==> src/rtl/i4001_rom.sv <==
// ---------------------------------------------------------------------------
// i4001_rom -- one MCS-4 program ROM chip with its 4-bit I/O port.
//
// Follows the i4004 8-phase instruction cycle (A1 A2 A3 M1 M2 X1 X2 X3)
// using the CPU sync strobe. It captures the 12-bit address a nibble at a
// time from the CPU data bus. When the chip number in A3 matches, it returns
// the addressed byte as two nibbles in M1 and M2. It also decodes SRC chip
// selection and the WRR / RDR port instructions.
//
// Ports
//   clk        system clock
//   rst_n      asynchronous active-low reset
//   sync       CPU sync, high during X3
//   cm_rom     CPU ROM command line
//   dbus_in    CPU-to-memory data bus nibble
//   dbus_out   memory-to-CPU data bus nibble (0 when not driving)
//   dbus_oe    dbus_out is valid and must be merged onto the bus
//   prog_we    program-load write strobe
//   prog_addr  program-load byte address
//   prog_data  program-load byte
//   io_in      external port inputs, returned by RDR
//   io_out     port output latch, written by WRR
// ---------------------------------------------------------------------------
module i4001_rom #(
    parameter logic [3:0] CHIP_ID   = 4'h0,
    parameter string      INIT_FILE = ""
) (
    input  logic       clk,
    input  logic       rst_n,
    input  logic       sync,
    input  logic       cm_rom,
    input  logic [3:0] dbus_in,
    output logic [3:0] dbus_out,
    output logic       dbus_oe,
    input  logic       prog_we,
    input  logic [7:0] prog_addr,
    input  logic [7:0] prog_data,
    input  logic [3:0] io_in,
    output logic [3:0] io_out
);

    typedef enum logic [3:0] {
        PH_UNSYNC,
        PH_A1,
        PH_A2,
        PH_A3,
        PH_M1,
        PH_M2,
        PH_X1,
        PH_X2,
        PH_X3
    } phase_t;

    localparam logic [3:0] OPA_WRR = 4'h2;
    localparam logic [3:0] OPA_RDR = 4'hA;

    phase_t     phase_reg;
    phase_t     phase_next;

    logic [3:0] addr_lo_reg;
    logic [3:0] addr_hi_reg;
    logic       selected_reg;
    logic       io_instr_reg;
    logic [3:0] opa_reg;
    logic       src_sel_reg;
    logic [3:0] io_out_reg;
    logic [7:0] rom_q_reg;

    logic [7:0] mem [0:255];

    // A sync seen anywhere other than X3 aborts the cycle in progress.
    logic       resync;
    logic       wrr_hit;
    logic       rdr_hit;

    assign resync  = sync && (phase_reg != PH_X3);
    assign wrr_hit = io_instr_reg && (opa_reg == OPA_WRR) && src_sel_reg;
    assign rdr_hit = io_instr_reg && (opa_reg == OPA_RDR) && src_sel_reg;

    // -----------------------------------------------------------------------
    // Array contents: zero at elaboration, never touched by reset.
    // -----------------------------------------------------------------------
    initial begin
        for (int i = 0; i < 256; i++) begin
            mem[i] = 8'h00;
        end
    end

    // -----------------------------------------------------------------------
    // Phase sequencing
    // -----------------------------------------------------------------------
    always_comb begin
        phase_next = phase_reg;
        if (sync) begin
            phase_next = PH_A1;
        end else begin
            case (phase_reg)
                PH_UNSYNC: phase_next = PH_UNSYNC;
                PH_A1:     phase_next = PH_A2;
                PH_A2:     phase_next = PH_A3;
                PH_A3:     phase_next = PH_M1;
                PH_M1:     phase_next = PH_M2;
                PH_M2:     phase_next = PH_X1;
                PH_X1:     phase_next = PH_X2;
                PH_X2:     phase_next = PH_X3;
                PH_X3:     phase_next = PH_A1;
                default:   phase_next = PH_UNSYNC;
            endcase
        end
    end

    // -----------------------------------------------------------------------
    // Control state: address capture, chip match, I/O decode, port latch
    // -----------------------------------------------------------------------
    always_ff @(posedge clk or negedge rst_n) begin
        if (!rst_n) begin
            phase_reg    <= PH_UNSYNC;
            addr_lo_reg  <= 4'h0;
            addr_hi_reg  <= 4'h0;
            selected_reg <= 1'b0;
            io_instr_reg <= 1'b0;
            opa_reg      <= 4'h0;
            src_sel_reg  <= 1'b0;
            io_out_reg   <= 4'h0;
        end else begin
            phase_reg <= phase_next;

            case (phase_reg)
                PH_A1: addr_lo_reg  <= dbus_in;
                PH_A2: addr_hi_reg  <= dbus_in;
                PH_A3: selected_reg <= cm_rom && (dbus_in == CHIP_ID);
                PH_M1: io_instr_reg <= cm_rom;
                PH_M2: opa_reg      <= dbus_in;
                PH_X2: begin
                    // An aborted cycle must not alter port or SRC state.
                    if (!sync) begin
                        if (cm_rom && !io_instr_reg) begin
                            src_sel_reg <= (dbus_in == CHIP_ID);
                        end
                        if (wrr_hit) begin
                            io_out_reg <= dbus_in;
                        end
                    end
                end
                default: ;
            endcase

            // Clearing on resync takes priority over the captures above, so
            // a sync landing in A3 or M1 cannot leave a stale drive armed.
            if (resync) begin
                selected_reg <= 1'b0;
                io_instr_reg <= 1'b0;
            end
        end
    end

    // -----------------------------------------------------------------------
    // Program array: write port for program load, registered read issued at
    // the end of A3 for every cycle. A read and a write to the same address
    // in the same clock return the old byte.
    // -----------------------------------------------------------------------
    always_ff @(posedge clk) begin
        if (prog_we) begin
            mem[prog_addr] <= prog_data;
        end
        if (phase_reg == PH_A3) begin
            rom_q_reg <= mem[{addr_hi_reg, addr_lo_reg}];
        end
    end

    // -----------------------------------------------------------------------
    // Bus drive: only M1/M2 (instruction return) and X2 (RDR) ever drive,
    // so at most one nibble source is active in any phase.
    // -----------------------------------------------------------------------
    always_comb begin
        dbus_out = 4'h0;
        dbus_oe  = 1'b0;
        case (phase_reg)
            PH_M1: begin
                if (selected_reg) begin
                    dbus_out = rom_q_reg[7:4];
                    dbus_oe  = 1'b1;
                end
            end
            PH_M2: begin
                if (selected_reg) begin
                    dbus_out = rom_q_reg[3:0];
                    dbus_oe  = 1'b1;
                end
            end
            PH_X2: begin
                if (rdr_hit) begin
                    dbus_out = io_in;
                    dbus_oe  = 1'b1;
                end
            end
            default: ;
        endcase
    end

    assign io_out = io_out_reg;

endmodule

==> config.mk <==
export PLATFORM = sky130hd
export DESIGN_NAME = i4001_rom
export DESIGN_NICKNAME = d
export VERILOG_FILES = /design/src/rtl/i4001_rom.sv
export SDC_FILE = /design/constraint.sdc
export NUM_CORES = 2
export LEC_CHECK = 0
export CAP_MARGIN = 25
export CORE_ASPECT_RATIO = 1.2
export CORE_MARGIN = 5
export CORE_UTILIZATION = 60
export CTS_BUF_LIST = sky130_fd_sc_hd__clkbuf_4 sky130_fd_sc_hd__clkbuf_8
export DETAILED_ROUTE_END_ITERATION = 10
export PLACE_DENSITY = 0.76
export SLEW_MARGIN = 20
export SYNTH_ARGS = -nofsm -noshare
export SYNTH_HDL_FRONTEND = slang
export SYNTH_SLANG_ARGS = --single-unit
==> constraint.sdc <==
create_clock -name clk -period 7.36 [get_ports clk]
set_clock_uncertainty 0.1 [all_clocks]
set_input_delay 1.84 -clock clk [delete_from_list [all_inputs] [get_ports clk]]
set_output_delay 1.84 -clock clk [all_outputs]
set_load 0.05 [all_outputs]
==> summary.md <==
| Metric | Value |
|---|---|
| I/O pin cnt | `38` |
| Initial core utilization | `60.3%` |
| WL/cell | `roughly 32 µm` |
| Syn Inst Count | `about 4,000` |
| Min-Delay Startpoint | `opa_reg[1]$_DFFE_PN0P_` |
| Num CTS Buffers | `309` |
| Setup bufs post-CTS | `0` |
| Worst skew pair latency | `1.03 ns` |
| Leakage Power | `between 20 and 30 nW` |
| RSZ-0062 raised after global routing | `no` |
| Synth Cell Area | `81,600 µm²` |
| Reg-to-reg slack, setup | `2.73 ns` |
| Top-count cell post-synth | `edfxtp_1` |
| Remaining Overflow, GRT | `0` |
| Vias in the first global route | `42,100` |
| Detailed-route vias per instance | `approximately 6.7` |
| RR Endpoint | `rom_q_reg[7]$_DFFE_PP_` |
| Synth cell types | `67` |
| CTS-repair resized insts | `0` |
| Switching Share | `30.7%` |
| Row count | `148` |
| Area delta synth->final | `9.75%` |
| Worst-path clk slew | `0.07 ns` |
| Synth warnings | `0` |
| Final min period | `slightly below 6 ns` |
| Top_reg_cell synth | `edfxtp_1` |
| DRT iter0 DRCs | `roughly 5,700` |
| Setup CP Type | `reg -> out` |
| Worst EP required | `about 5.4 ns` |
| Clk buf depth | `4` |
| CP Capture Type | `output port` |
| Clock share of power | `29.6%` |
| H-tree lvl count | `5` |
| Synth area leader | `edfxtp_1` |
| Most frequent cells after synthesis | `edfxtp_1, mux4_2, nor2_1` |
| EDFF count, synth | `2,056` |
| PwrDens | `348 nW/µm²` |
| Layout Nets | `4,221` |
| Core area | `about 140,000 µm²` |
| Antenna violations before repair | `9` |
| P_int | `around 22 mW` |
| WHS | `0.408 ns` |
| DR pass1 iterations | `6` |
| Largest net degree at the start of global routing | `197` |
| Final setup violation count | `0` |
| Register bit total from synthesis | `2,079` |
| Port bufs | `37` |
| Vias | `41,500` |
| Fin crit share | `between 70% and 80%` |
| Total GRT Usage | `27.9%` |
| GPL Wtd Cong | `0.885` |
| Final Hold Fails | `0` |
| Cell depth of the worst min-delay path | `1` |
| DRT Wirelength | `199 mm` |
| Mapped Nets | `4,037` |
| Final max-slew violation count | `0` |
| Logic pwr share | `27.6%` |
| Layout cell share with drive strength beyond 1 | `roughly 23%` |
| CP Max Fanout | `6` |
| Antenna viol nets, final | `0` |
| DIE HEIGHT | `414 µm` |
| Switching Power | `9.58 mW` |
| Largest cells by area after synthesis | `edfxtp_1, mux4_2, mux2i_1` |
| Critical Path AT | `3.92 ns` |
| Post-synth ARST share | `between 1 and 1.5%` |
| Sequential fraction of the synthesis area | `76.4%` |
| Final setup TNS | `0 ns` |
| Fraction of post-synthesis cell area in the top cell type by area | `75.7%` |
| Origin of the critical flop-to-flop path | `addr_lo_reg[1]$_DFFE_PN0N_` |
| Mean post-synth cell area | `a little over 20 µm²` |
| Maximum clock rate | `about 0.17 GHz` |
| HPWL Detailed | `118 mm` |
| Reg area | `62,300 µm²` |
| Sink Count | `~2,100` |
| Worst R2R Path Depth | `9` |
| Relative slew margins | `19.6%` |
| CTS tree | `built` |
| Peak VDD IR | `0.366 mV` |
| Largest register FFs | `2,048` |
| Clock root buffer | `clkbuf_8` |
| FILL cells | `between 8,000 and 9,000` |
| Area of the multi-input gates | `17,700 µm²` |
| Worst hold path type | `reg -> reg` |
| Hold Buf Count CTS | `0` |
| Maximum capacitance violations | `0` |
| Least-Margin Pin Slew | `1.21 ns` |
| First-pass GRT wire length | `289 mm` |
| Die area | `143,000 µm²` |
| Status | `complete, no violations` |
| Die Width | `about 350 µm` |
| CP Launch Type | `register` |
| WHS Endpoint | `opa_reg[1]$_DFFE_PN0P_` |
| Sequential share of power | `roughly 43%` |
| DRC | `0` |
kinds of logic (layout without fill, tap and decap cells):
kind of cell | after synthesis | count (layout) | share of synthesized area (%)
compound gates | 367 | 367 | 3.05
fa+ha+maj | 5 | 5 | 0.0767
buf+inv | 254 | 656 | 2.02
flops | 2079 | 2079 | 76.4
mux | 721 | 721 | 15.4
other cells | 0 | 8 | 0
simple gates | 577 | 577 | 3.09
per-stage QoR:
stage | util, % | instance area (µm²) | instances | setup WS [ns] | power [mW]
2_1_floorplan | - | 81600 | 4003 | 3.03 | 19.5
4_1_cts | 66.1 | 89500 | 6203 | 1.39 | 31.2
3_5_place_dp | 61.7 | 83500 | 5674 | 1.98 | 22.1
6_report | 66.1 | 89500 | 6213 | 1.50 | 31.2
3_3_place_gp | 61.6 | 83400 | 5667 | 1.69 | 22.0
5_1_grt | 66.1 | 89500 | 6206 | 1.30 | 32.1
layout by cell type, fill, tap and decap left out, drive strengths merged, types with 5 or more instances in the layout:
| master | instances |
|---|---|
| ha | 5 |
| nand3 | 46 |
| nand4 | 18 |
| a31oi | 7 |
| a21o | 5 |
| nor2 | 298 |
| and2 | 10 |
| o22ai | 79 |
| o21ai | 50 |
| clkinv | 107 |
| bufinv | 16 |
| a22oi | 7 |
| diode | 8 |
| a21oi | 72 |
| dfrtp | 23 |
| nor4 | 16 |
| clkbuf | 409 |
| buf | 83 |
| a211oi | 29 |
| inv | 10 |
| o221ai | 74 |
| mux4 | 423 |
| mux2i | 278 |
| mux2 | 20 |
| nand2b | 7 |
| edfxtp | 2056 |
| nand2 | 109 |
| nor2b | 21 |
| clkdlybuf4s50 | 28 |
| a2111oi | 5 |
| nor3 | 29 |
| and3 | 10 |
worst max-delay path: stages (launching register included):
cell and delay, ns:
dfrtp_1 0.44, nor2b_1 0.39, nand3_1 0.16, nor2_1 0.83
nand2_1 0.15, o21ai_0 0.11, clkdlybuf4s50_1 0.83
how the worst max path moves through the flow:
stage	start	cells past startpoint	slack [ns]	end
global placement	prog_addr[0]	5	1.69	mem[181][4]$_DFFE_PP_
CTS	phase_reg[2]$_DFF_PN0_	6	1.39	dbus_out[2]
detailed placement	prog_addr[2]	5	1.98	mem[181][6]$_DFFE_PP_
floorplan	io_in[0]	2	3.03	dbus_out[0]
global route	phase_reg[2]$_DFF_PN0_	6	1.30	dbus_out[0]
finish	phase_reg[2]$_DFF_PN0_	6	1.50	dbus_out[0]
layer usage:
layer / vias to the layer above / global-route usage, % / routed length, µm
met1: 21100 / 37.0 / 70100
li1: 17000 / - / -
met5: - / 0 / 13
met2: 2849 / 45.3 / 97700
met3: 549 / 6.04 / 21100
met4: 2 / 12.9 / 10200
final cells by class:
type	instances	share of cell area [%]
Sequential cell	2079	69.6
Inverter	8	0.0363
Multi-Input combinational cell	1670	19.7
Antenna cell	8	0.0224
Clock buffer	401	5.59
Timing Repair Buffer	119	1.39
Clock inverter	128	1.09
Tap cell	1800	2.52
power groups by stage:
| stage | clock network (mW) | logic, mW | registers (mW) |
|---|---|---|---|
| floorplan | 0 | 6.10 | 13.4 |
| finish | 9.21 | 8.60 | 13.3 |
| global placement | 0 | 8.41 | 13.6 |
| CTS | 9.30 | 8.53 | 13.3 |
| detailed placement | 0 | 8.50 | 13.6 |
| global route | 9.89 | 8.91 | 13.3 |
Note: power is estimated with default switching activity, not from simulation.
